`src/rtl/nanosoc_uart_pkg.sv`:
```
// rtl/nanosoc_uart_pkg.sv - shared UART receiver constants, FSM state encodings and parity helper
package nanosoc_uart_pkg;

  localparam int UART_DATA_BITS = 8;
  localparam logic [7:0] ASCII_EOT = 8'h04;

  // Receiver FSM state encodings
  localparam logic [2:0] ST_IDLE      = 3'd0;
  localparam logic [2:0] ST_START     = 3'd1;
  localparam logic [2:0] ST_DATA      = 3'd2;
  localparam logic [2:0] ST_PARITY    = 3'd3;
  localparam logic [2:0] ST_STOP      = 3'd4;
  localparam logic [2:0] ST_WAIT_IDLE = 3'd5;

  // Even-parity bit that makes the total count of ones in data+parity even
  function automatic logic even_parity(input logic [7:0] d);
    return ^d;
  endfunction

endpackage

```
`src/rtl/nanosoc_axi_stream_fifo_8.sv`:
```
// rtl/nanosoc_axi_stream_fifo_8.sv - synchronous byte FIFO with AXI-stream style read side
module nanosoc_axi_stream_fifo_8 #(
  parameter int FIFO_DEPTH = 4
) (
  input  logic       aclk,
  input  logic       areset,
  input  logic [7:0] in_tdata,
  input  logic       in_tvalid,
  output logic       in_tready,
  output logic [7:0] out_tdata,
  output logic       out_tvalid,
  input  logic       out_tready
);

  localparam int AW = $clog2(FIFO_DEPTH);
  localparam logic [AW:0] PTR_ONE = (AW + 1)'(1);

  logic [7:0]  mem [FIFO_DEPTH];
  logic [AW:0] wr_ptr;
  logic [AW:0] rd_ptr;
  logic        empty;
  logic        full;
  logic        push;
  logic        pop;

  // Extra pointer MSB separates the full and empty cases when the indices match
  assign empty      = (wr_ptr == rd_ptr);
  assign full       = (wr_ptr[AW] != rd_ptr[AW]) && (wr_ptr[AW-1:0] == rd_ptr[AW-1:0]);
  assign out_tvalid = !empty;
  assign out_tdata  = empty ? 8'h00 : mem[rd_ptr[AW-1:0]];
  assign pop        = out_tvalid && out_tready;
  // A pop in the same cycle frees the slot, so a full FIFO can still accept
  assign in_tready  = !full || out_tready;
  assign push       = in_tvalid && in_tready;

  // Pointer update on push/pop
  always_ff @(posedge aclk) begin
    if (areset) begin
      wr_ptr <= '0;
      rd_ptr <= '0;
    end else begin
      if (push) wr_ptr <= wr_ptr + PTR_ONE;
      if (pop)  rd_ptr <= rd_ptr + PTR_ONE;
    end
  end

  // Storage write; contents need no reset since empty masks the read data
  always_ff @(posedge aclk) begin
    if (push) mem[wr_ptr[AW-1:0]] <= in_tdata;
  end

endmodule

```
`src/rtl/nanosoc_uart_rx_to_axi_stream_8.sv`:
```
// rtl/nanosoc_uart_rx_to_axi_stream_8.sv - UART 8N1 receiver to AXI-stream bytes; NANOSOC_UART_RX_PARITY_EN selects 8E1
module nanosoc_uart_rx_to_axi_stream_8
  import nanosoc_uart_pkg::*;
#(
  parameter int CLKS_PER_BIT = 16,
  parameter int FIFO_DEPTH   = 4
) (
  input  logic       aclk,
  input  logic       areset,
  input  logic       uart_rxd,
  output logic       rxd8_valid,
  input  logic       rxd8_ready,
  output logic [7:0] rxd8_data,
  output logic       rx_busy,
  output logic       framing_error,
  output logic       overrun,
  output logic       parity_error
);

  localparam logic [15:0] BAUD_FULL = 16'(CLKS_PER_BIT - 1);
  localparam logic [15:0] BAUD_HALF = 16'(CLKS_PER_BIT / 2 - 1);
  localparam logic [2:0]  LAST_BIT  = 3'(UART_DATA_BITS - 1);

  logic        rxd_meta;
  logic        rxd_sync;
  logic        rxd_prev;
  logic [2:0]  state;
  logic [15:0] baud_cnt;
  logic [2:0]  bit_cnt;
  logic [7:0]  shift_reg;
  logic        push_req;
  logic [7:0]  push_data;
  logic        fifo_in_tready;
  logic        baud_tick;

  assign baud_tick = (baud_cnt == 16'd0);
  assign rx_busy   = (state != ST_IDLE);

  // Two-flop synchroniser plus a history flop for falling-edge detection
  always_ff @(posedge aclk) begin
    if (areset) begin
      rxd_meta <= 1'b1;
      rxd_sync <= 1'b1;
      rxd_prev <= 1'b1;
    end else begin
      rxd_meta <= uart_rxd;
      rxd_sync <= rxd_meta;
      rxd_prev <= rxd_sync;
    end
  end

`ifdef NANOSOC_UART_RX_PARITY_EN
  logic parity_bad;
  logic parity_error_r;
  assign parity_error = parity_error_r;
`else
  assign parity_error = 1'b0;
`endif

  // Frame FSM: start qualification, mid-bit sampling, stop check and push request
  always_ff @(posedge aclk) begin
    if (areset) begin
      state         <= ST_IDLE;
      baud_cnt      <= 16'd0;
      bit_cnt       <= 3'd0;
      shift_reg     <= 8'h00;
      push_req      <= 1'b0;
      push_data     <= 8'h00;
      framing_error <= 1'b0;
`ifdef NANOSOC_UART_RX_PARITY_EN
      parity_bad     <= 1'b0;
      parity_error_r <= 1'b0;
`endif
    end else begin
      push_req      <= 1'b0;
      framing_error <= 1'b0;
`ifdef NANOSOC_UART_RX_PARITY_EN
      parity_error_r <= 1'b0;
`endif
      case (state)
        ST_IDLE: begin
          if (rxd_prev && !rxd_sync) begin
            state    <= ST_START;
            baud_cnt <= BAUD_HALF;
          end
        end
        ST_START: begin
          if (baud_tick) begin
            if (!rxd_sync) begin
              state    <= ST_DATA;
              baud_cnt <= BAUD_FULL;
              bit_cnt  <= 3'd0;
`ifdef NANOSOC_UART_RX_PARITY_EN
              parity_bad <= 1'b0;
`endif
            end else begin
              state <= ST_IDLE;
            end
          end else begin
            baud_cnt <= baud_cnt - 16'd1;
          end
        end
        ST_DATA: begin
          if (baud_tick) begin
            shift_reg <= {rxd_sync, shift_reg[7:1]};
            baud_cnt  <= BAUD_FULL;
            if (bit_cnt == LAST_BIT) begin
`ifdef NANOSOC_UART_RX_PARITY_EN
              state <= ST_PARITY;
`else
              state <= ST_STOP;
`endif
            end else begin
              bit_cnt <= bit_cnt + 3'd1;
            end
          end else begin
            baud_cnt <= baud_cnt - 16'd1;
          end
        end
`ifdef NANOSOC_UART_RX_PARITY_EN
        ST_PARITY: begin
          if (baud_tick) begin
            if (rxd_sync != even_parity(shift_reg)) begin
              parity_error_r <= 1'b1;
              parity_bad     <= 1'b1;
            end
            state    <= ST_STOP;
            baud_cnt <= BAUD_FULL;
          end else begin
            baud_cnt <= baud_cnt - 16'd1;
          end
        end
`endif
        ST_STOP: begin
          if (baud_tick) begin
            if (rxd_sync) begin
`ifdef NANOSOC_UART_RX_PARITY_EN
              push_req <= !parity_bad;
`else
              push_req <= 1'b1;
`endif
              push_data <= shift_reg;
              state     <= ST_IDLE;
            end else begin
              framing_error <= 1'b1;
              state         <= ST_WAIT_IDLE;
            end
          end else begin
            baud_cnt <= baud_cnt - 16'd1;
          end
        end
        ST_WAIT_IDLE: begin
          if (rxd_sync) state <= ST_IDLE;
        end
        default: state <= ST_IDLE;
      endcase
    end
  end

  // Overrun pulse when the FIFO cannot take the pushed byte
  always_ff @(posedge aclk) begin
    if (areset) overrun <= 1'b0;
    else        overrun <= push_req && !fifo_in_tready;
  end

  nanosoc_axi_stream_fifo_8 #(
    .FIFO_DEPTH(FIFO_DEPTH)
  ) u_fifo (
    .aclk       (aclk),
    .areset     (areset),
    .in_tdata   (push_data),
    .in_tvalid  (push_req),
    .in_tready  (fifo_in_tready),
    .out_tdata  (rxd8_data),
    .out_tvalid (rxd8_valid),
    .out_tready (rxd8_ready)
  );

endmodule

```
`config.mk`:
```
export PLATFORM = sky130hd
export DESIGN_NAME = nanosoc_uart_rx_to_axi_stream_8
export DESIGN_NICKNAME = d
export VERILOG_FILES = /design/src/rtl/nanosoc_uart_pkg.sv /design/src/rtl/nanosoc_axi_stream_fifo_8.sv /design/src/rtl/nanosoc_uart_rx_to_axi_stream_8.sv
export SDC_FILE = /design/constraint.sdc
export NUM_CORES = 1
export LEC_CHECK = 0
export ABC_AREA = 1
export BUFFER_PORTS_ARGS = -buffer_cell sky130_fd_sc_hd__buf_2
export CAP_MARGIN = 20
export CORE_MARGIN = 2
export CORE_UTILIZATION = 41
export CTS_BUF_LIST = sky130_fd_sc_hd__clkbuf_2 sky130_fd_sc_hd__clkbuf_4 sky130_fd_sc_hd__clkbuf_8
export DETAILED_ROUTE_END_ITERATION = 12
export GPL_TIMING_DRIVEN = 1
export PLACE_DENSITY = 0.54
export SLEW_MARGIN = 20
export SYNTH_ARGS = -nofsm -noshare
export SYNTH_HDL_FRONTEND = slang
export SYNTH_SLANG_ARGS = --single-unit
```
`constraint.sdc`:
```
create_clock -name aclk -period 3.9 [get_ports aclk]
set_input_delay 0.585 -clock aclk [delete_from_list [all_inputs] [get_ports aclk]]
set_output_delay 0.585 -clock aclk [all_outputs]
set_load 0.02 [all_outputs]
```
# Word-level counts from Yosys, hierarchy flattened
# Memory sizes are Yosys's and may differ from the RTL's. A register that Yosys moved wholly into a read port is not among the register bits.
# Cells that the tools add are included.
dict set report word_totals {
  regBits 50
  ram_bits 32
  output_inout_bits 13
  n_memories 1
}
# name depth width read_ports rd_ports_with_merged_regs write_ports line_no
set mem_list {}
lappend mem_list {u_fifo.mem 4 8 1 1 1 nanosoc_axi_stream_fifo_8.sv:18} ;# logic [7:0] mem [FIFO_DEPTH];
dict set report classes {
  addsub 4
  n_eq_ne 18
  muxes 27
  bitwise 2
  n_reduce_logical 21
}
# cell n
set ops {}
lappend ops {{16-bit two-way mux} 5}
lappend ops {{16-bit case mux with 4 select lines} 1}
lappend ops {{3-bit two-way mux} 11}
lappend ops {{2-bit != test, second input constant} 9}
lappend ops {{16-bit logical NOT} 1}
lappend ops {{16-bit by 1-bit subtractor with 16-bit output, second input constant} 1}
lappend ops {{3-bit case mux with 5 select lines} 1}
lappend ops {{3-bit by 1-bit adder with 3-bit output, second input constant} 3}
lappend ops {{3-bit equality test, second input constant} 3}
lappend ops {{8-bit two-way mux} 1}
lappend ops {{2-bit two-way mux} 3}
lappend ops {{3-bit case mux with 2 select lines} 1}
lappend ops {{6-bit AND reduction} 1}
lappend ops {{1-bit logical AND} 5}
lappend ops {{5-bit AND reduction} 1}
lappend ops {{1-bit logical NOT} 4}
lappend ops {{1-bit two-way mux} 4}
lappend ops {{4-bit AND reduction} 1}
lappend ops {{4-bit nonzero test} 1}
lappend ops {{3-bit by 1-bit equality test with 1-bit output, second input constant} 1}
lappend ops {{3-bit by 2-bit equality test with 1-bit output, second input constant} 1}
lappend ops {{3-bit equality test} 1}
lappend ops {{3-bit logical NOT} 1}
lappend ops {{3-bit != test, second input constant} 1}
lappend ops {{9 further kinds} 10}

# Logic depth before layout (Yosys ltp)
# Gate-level depths: netlist (run 1).
dict set report depth {
  depth_word 7
  mapped_depth 13
}

# Hierarchy
# From an unflattened synthesis (run 1), not the netlist that was laid out.
dict set report hier_totals {
  cells_unflattened 488
  area_unflattened_um2 3977.6
}
# mod n_inst cells_per_inst area_per_inst_um2 seq_area_each_um2
set modules_own_cells {}
lappend modules_own_cells {nanosoc_uart_rx_to_axi_stream_8 1 329 2228.4 880.8}
lappend modules_own_cells {nanosoc_axi_stream_fifo_8 1 159 1749.2 1121.1}

# Least setup slack after synthesis (run 1)
# No wires, ideal clock.
dict set report synth_timing {
  path_type {reg-to-output}
  start {register with a tool-made name}
  end {output port rxd8_data[5]}
  arrival_ns 1.357
  slack_ns 1.958
  stages_incl_launch_ff 8
  n_path_buf 2
  path_cell_list {dfxtp_1 > clkbuf_1 > inv_1 > clkbuf_1 > nor2_1 > o32ai_1 > nand2_1 > inv_1}
}
# item line_no
set synth_lines {}
lappend synth_lines {{to (decl)} nanosoc_uart_rx_to_axi_stream_8.sv:13} ;# output logic [7:0] rxd8_data,

==> results of run 1 <==
## per-layer routing
metal | up-vias | GRT usage (%) | part of all wire, %
li1 | 1594 | - | -
met1 | 1351 | 21.82 | 50
met2 | 47 | 26.57 | 45
met3 | 11 | 3.694 | 3.5
met4 | 0 | 5.846 | 1.4
met5 | - | 0 | 0
## worst max-delay path, delay by kind of cell (launching register included)
| kind | cells | cell delay (ps) |
|---|---|---|
| simple gates | 2 | 270 |
| compound gates | 1 | 90 |
| flops | 1 | 650 |
| buf+inv | 3 | 570 |
## cells in the final DEF, fill, tap and decap left out, types with 4 or more instances in the layout
cell type and count:
or2_2 4, a21oi_1 22, clkbuf_8 9, buf_2 15, inv_1 63, nor2_2 9, o32ai_1 8, edfxtp_1 32
nand2_2 7, nand4_1 11, nor2_1 79, nor2_4 4, o21ai_0 40, nor3_1 5, nand2_1 86, inv_2 5
ha_1 9, dfxtp_1 52, nand3_1 22
## cells in the mapped netlist, types with 4 or more instances
| cell | number | area [sq um] |
|---|---|---|
| ha_1 | 9 | 112.6 |
| edfxtp_1 | 32 | 960.9 |
| inv_1 | 63 | 236.5 |
| clkbuf_1 | 7 | 26.28 |
| nor2_1 | 79 | 296.5 |
| inv_2 | 5 | 18.77 |
| nor2_4 | 4 | 45.04 |
| nand2_2 | 7 | 43.79 |
| nor3_1 | 5 | 25.02 |
| o21ai_0 | 40 | 200.2 |
| nand2_1 | 86 | 322.8 |
| o32ai_1 | 8 | 70.07 |
| a21oi_1 | 22 | 110.1 |
| or2_2 | 4 | 25.02 |
| nand3_1 | 22 | 110.1 |
| dfxtp_1 | 52 | 1041 |
| nand4_1 | 11 | 68.82 |
| nor2_2 | 9 | 56.30 |
## power by group through the flow
stage	Sequential (mW)	Combinational, mW	Clock (mW)
after floorplan	1.18	1.45	0
after detailed placement	1.24	1.73	0
after global placement	1.24	1.71	0
final	1.22	1.72	0.637
after global routing	1.25	1.98	0.698
after CTS	1.22	1.74	0.661
## kinds of logic after synthesis
| family | Yosys count | synth area share (%) |
|---|---|---|
| buffers and inverters | 82 | 8.307 |
| DFF | 84 | 50.54 |
| adders and majority gates | 9 | 2.843 |
| and+or+nand+nor | 236 | 27.83 |
| xor gates and xnor gates | 3 | 0.6634 |
| other | 1 | 0.09467 |
| AOI/OAI and AO/OA | 71 | 9.728 |
## layout make-up
cell class / instances / share of cell area [%]
tap: 129 / 3.724
multi-input combinational: 320 / 37.62
clock inverter: 7 / 1.992
timing repair buffer: 15 / 1.732
clock buffer: 9 / 2.858
sequential: 84 / 46.19
inverter: 68 / 5.889
## worst min-delay path by stage
stage / end / slack [ps] / cells past startpoint
6_report: rxd_meta / 410 / 2
5_1_grt: rxd_meta / 400 / 2
4_1_cts: rxd_meta / 390 / 2
3_5_place_dp: rxd_sync / 400 / 1
3_3_place_gp: rxd_sync / 390 / 1
2_1_floorplan: rxd_sync / 390 / 1
==> summary.txt, run 1 <==
Fin cells: 632
Max incr delay on CP: 650 ps
Fin worst setup slack: 1364 ps
Vias: 3003
Pwr Total: 3.576 mW
Worst Tran Pin Value: 790.2 ps
Pwr Density: 825.1 nW/um^2
Pint: 1.932 mW
MaxCap Viol Count: 0
Crit path capture: rxd8_data[5]
CTS tree: done
Max Clk Rate: 394.3 MHz
Cells along the critical path: inv_1, nor2_1, o32ai_1, nand2_1, inv_1, buf_2
CTS Buf Count: 9
EDFF count, synth: 32
R2r startpoint: baud_cnt[0]
Clock skew: 13.04 ps
Worst hold slack: 408.8 ps
Util after Layout: 46.47%
First-pass GRT wire length: 13250 um
DRT Wirelength: 7659 um
Slew HR: 47.13%
Slew Viols, Final: 0
Initial antenna violation count: 0
Max reg flops: 32
Hold WC Path Type: in2reg
Setup Buffers After CTS: 0
Clock latency on the worst-skew pair: 360 ps
Initial drt markers: 190
Number of port buffers: 15
Hpwl dp: 5318 um
Root buf cell: clkbuf_8
Required time worst endpoint: 3310 ps
CP max FO: 17
Avg Inst Size Synth: 8.151 sq um
Hold-fix buffers, CTS: 0
Vias in the first global route: 2781
Critical path startpoint category: flip-flop
Post-DR vias/cell: 4.752
DRT antenna net count: 0
RSZ-0062 raised after global routing: false
Fin crit period: 2536 ps
Worst-path clk slew: 90 ps
Placed Instance Area: 4124 sq um
Final period utilization: 65.03%
Setup WS pre-CTS: 1612 ps
Fillers: 906
# diodes: 0
R2r endpoint: baud_cnt[15]
# DRC: 0
Chip height: 102.3 um
Worst Hold Launch: uart_rxd
Part of the power in registers: 34.1%
Multi-input gate area: 1630 sq um
Final hold violations: 0
Post-Syn Instances: 486
Comb power frac: 48.1%
Resized Gates After CTS: 0
Finish-stage setup viols: 0
VDD IR-drop max: 468.7 uV
Leak pwr: 1.961 nW
Final #Nets: 511
Syn Nets: 499
Outcome: completed
Share of cells above drive strength 1: 13.52%
Overall Global Routing Usage: 16.45%
R2r setup slk: 1630 ps
Core area: 9328 sq um
H-tree levels: 3
1st-pass router iterations: 4
Die area: 10460 sq um
FF+latch area: 2002 sq um
Die Span X: 102.3 um
Crit end category: output port
Largest net degree at the start of global routing: 30
Row count: 35
FF+latch count, synth: 84
Synth warn: 0
Worst Reg-to-Reg Cells: 12
Max Buffers Root-to-Sink: 2
Routability cong.: 0.8521
Crit path kind: reg2out
Post-synthesis async set-or-reset flop share: 0%
Yosys cell types: 32
Post-Syn Area: 3961 sq um
Synth-to-layout area growth: 9.413%
Design Area, Final: 4334 sq um
Ports: 17
Crit-path most repeated cell: inv_1
Routed len/inst: 12.12 um
Clock share of power: 17.8%
Initial Util: 42.47%
Switching Share: 45.96%
DP Cell Count: 616
Synth Flop Type: dfxtp_1
GRT overflow: 0
Sink Count: 84
P_sw: 1.644 mW
Register area share after synthesis: 50.54%
CP arrival: 1950 ps
Setup TNS: 0 ps
CP max-delay cell: dfxtp_1
Power figures use the tool's default switching activity.
==> run 2, diff against run 1 <==
--- a/config.mk
+++ b/config.mk
@@ -5,7 +5,7 @@
 export SDC_FILE = /design/constraint.sdc
 export NUM_CORES = 1
 export LEC_CHECK = 0
-export ABC_AREA = 1
+export ABC_AREA = 0
 export BUFFER_PORTS_ARGS = -buffer_cell sky130_fd_sc_hd__buf_2
 export CAP_MARGIN = 20
 export CORE_MARGIN = 2
==> constraint.sdc (replaced) <==
create_clock -name aclk -period 2.7 [get_ports aclk]
set_input_delay 0.405 -clock aclk [delete_from_list [all_inputs] [get_ports aclk]]
set_output_delay 0.405 -clock aclk [all_outputs]
set_load 0.02 [all_outputs]
==> run 2 against run 1 <==
  * Synthesized area shrank 8.0%
  * Critical path depth fell by 3
  * Non-clock buffer count grew 2
  * Clock power is 23% higher
  * Cell count down 27%
==> summary.txt, run 2 <==
Yosys cell types: 52 (was 32)
Required time worst endpoint: 2300 ps (was 3310 ps)
Commonest cells post-synth: dfxtp_1 (52), nand2_1 (43), edfxtp_1 (32) (was nand2_1 (86), nor2_1 (79), inv_1 (63))
Overall Global Routing Usage: 14.65% (was 16.45%)
Initial antenna violation count: 0 (unchanged)
Final hold violations: 0 (unchanged)
Worst-path clk slew: 90 ps (about the same)
GRT overflow: 0 (unchanged)
Chip height: 98.29 um (was 102.3 um)
Core area: 8678 sq um (was 9328 sq um)
Worst Hold Launch: uart_rxd (unchanged)
Count leader, synth: dfxtp_1 (was nand2_1)
Sink Count: 84 (unchanged)
1st-pass router iterations: 4 (unchanged)
EDFF count, synth: 32 (unchanged)
First-pass GRT wire length: 11330 um (was 13250 um)
Crit path capture: rxd8_data[4] (was rxd8_data[5])
Pwr Total: 2.482 mW (was 3.576 mW)
R2r startpoint: baud_cnt[6] (was baud_cnt[0])
# DRC: 0 (unchanged)
RSZ-0062 raised after global routing: false (unchanged)
Worst Reg-to-Reg Cells: 5 (was 12)
Root buf cell: clkbuf_8 (unchanged)
Max reg flops: 32 (unchanged)
Syn Nets: 354 (was 499)
R2r endpoint: bit_cnt[1] (was baud_cnt[15])
Die area: 9660 sq um (was 10460 sq um)
Post-DR vias/cell: 5.239 (was 4.752)
Register area share after synthesis: 54.93% (was 50.54%)
Clock latency on the worst-skew pair: 350 ps (was 360 ps)
Die Span X: 98.29 um (was 102.3 um)
Avg Inst Size Synth: 10.69 sq um (was 8.151 sq um)
Resized Gates After CTS: 0 (unchanged)
Initial drt markers: 77 (was 190)
Setup TNS: 0 ps (unchanged)
Largest net degree at the start of global routing: 22 (was 30)
Max Clk Rate: 425.7 MHz
Routability cong.: 0.7846 (was 0.8521)
Most common cell after layout, fill and taps aside: dfxtp_1 (was nand2_1)
Synth warn: 0 (unchanged)
Most frequent cells in the layout: dfxtp_1 (52), nand2_1 (43), edfxtp_1 (32), a21oi_1 (31), nor2_1 (26) (was nand2_1 (86), nor2_1 (79), inv_1 (63), dfxtp_1 (52), o21ai_0 (40))
Worst hold slack: 237.9 ps (was 408.8 ps)
Hpwl dp: 4462 um (was 5318 um)
Leak pwr: 1.423 nW (was 1.961 nW)
Critical path startpoint category: flip-flop (unchanged)
VDD IR-drop max: 293.0 uV (was 468.7 uV)
Row count: 34 (was 35)
Hold WC Path Type: in2reg (unchanged)
Worst Tran Pin Value: 700.9 ps (was 790.2 ps)
Max Buffers Root-to-Sink: 2 (unchanged)
Setup Buffers After CTS: 0 (unchanged)
Vias in the first global route: 2357 (was 2781)
Fin cells: 464 (was 632)
Outcome: completed (unchanged)
Synth Flop Type: dfxtp_1 (unchanged)
CP arrival: 1940 ps (was 1950 ps)
Ports: 17 (unchanged)
Crit end category: output port (unchanged)
FF+latch count, synth: 84 (unchanged)
DP Cell Count: 448 (was 616)
Initial Util: 42.00% (was 42.47%)
Post-synthesis async set-or-reset flop share: 0% (unchanged)
DRT antenna net count: 0 (unchanged)
Fin crit period: 2349 ps
Vias: 2431 (was 3003)
Finish-stage setup viols: 0 (unchanged)
DRT Wirelength: 6632 um (was 7659 um)
MaxCap Viol Count: 0 (unchanged)
Share of cells above drive strength 1: 14.33% (was 13.52%)
Slew HR: 52.84% (was 47.13%)
Number of port buffers: 15 (unchanged)
H-tree levels: 3 (unchanged)
Cell taking the most area after synthesis: dfxtp_1 (unchanged)
Slew Viols, Final: 0 (unchanged)
Synth area leaders: dfxtp_1 (29%), edfxtp_1 (26%), mux4_2 (4.9%) (was dfxtp_1 (26%), edfxtp_1 (24%), nand2_1 (8.1%))
Crit path kind: reg2out (unchanged)
# diodes: 0 (unchanged)
CTS Buf Count: 9 (unchanged)
Final period utilization: 87.00%
Clock skew: 7.347 ps (was 13.04 ps)
R2r setup slk: 370 ps (was 1630 ps)
Fillers: 849 (was 906)
Final #Nets: 364 (was 511)
Post-Syn Instances: 341 (was 486)
Routed len/inst: 14.29 um (was 12.12 um)
CP max FO: 8 (was 17)
Synth-to-layout area growth: 8.685% (was 9.413%)
Hold-fix buffers, CTS: 0 (unchanged)
Post-Syn Area: 3645 sq um (was 3961 sq um)
Top cell type's share of synthesized area: 28.56% (was 26.28%)
Pwr Density: 626.5 nW/um^2 (was 825.1 nW/um^2)
CTS tree: done (unchanged)
==> run 2: layout make-up <==
class / count / area, sq um / share of cell area [%]
Multi-Input combinational cell: 233 / 1538 / 38.82
Inverter: 6 / 22.52 / 0.5685
Sequential cell: 84 / 2002 / 50.54
Tap cell: 108 / 135.1 / 3.411
Timing Repair Buffer: 17 / 90.09 / 2.274
Clock inverter: 7 / 50.05 / 1.263
Clock buffer: 9 / 123.9 / 3.127
==> run 2: cells by family after synthesis <==
group	after synthesis	synth area share (%)
and+or+nand+nor	136	19.33
DFF	84	54.93
AOI/OAI and AO/OA	62	10.50
buffers and inverters	24	2.884
xor gates and xnor gates	13	3.124
muxes	11	5.767
adders and majority gates	10	3.364
other	1	0.1029
==> run 2: where the power goes <==
group	switching, mW	total (mW)	internal, mW
registers	0.0389	1.37	1.33
logic	0.199	0.325	0.126
clock network	0.449	0.786	0.337
==> run 2: worst min path at each step <==
stage,cells past startpoint,slack [ps],end
global placement,1,410,rxd_sync
detailed placement,1,400,rxd_sync
finish,2,240,rxd_meta
CTS,2,220,rxd_meta
floorplan,1,390,rxd_sync
global route,2,230,rxd_meta
==> run 2: metrics by stage <==
step | util (%) | instance area, sq um | setup WS, ps
floorplan | - | 3645 | 723.3
global placement | 43.64 | 3787 | 499.7
detailed placement | 43.64 | 3787 | 445.4
CTS | 45.65 | 3961 | 289.9
global route | 45.65 | 3961 | 180.7
finish | 45.65 | 3961 | 351.1
==> run 2: per-layer routing <==
| layer | wire, um | track usage [%] |
|---|---|---|
| met1 | 3276 | 19.68 |
| met2 | 2998 | 22.97 |
| met3 | 280 | 4.581 |
| met4 | 76 | 4.215 |
| met5 | 0 | 0 |
==> run 2: worst max-delay path: stages (launching register included) <==
cell and delay, ps:
dfxtp_1 700, mux4_2 580, and2_1 170, buf_2 150
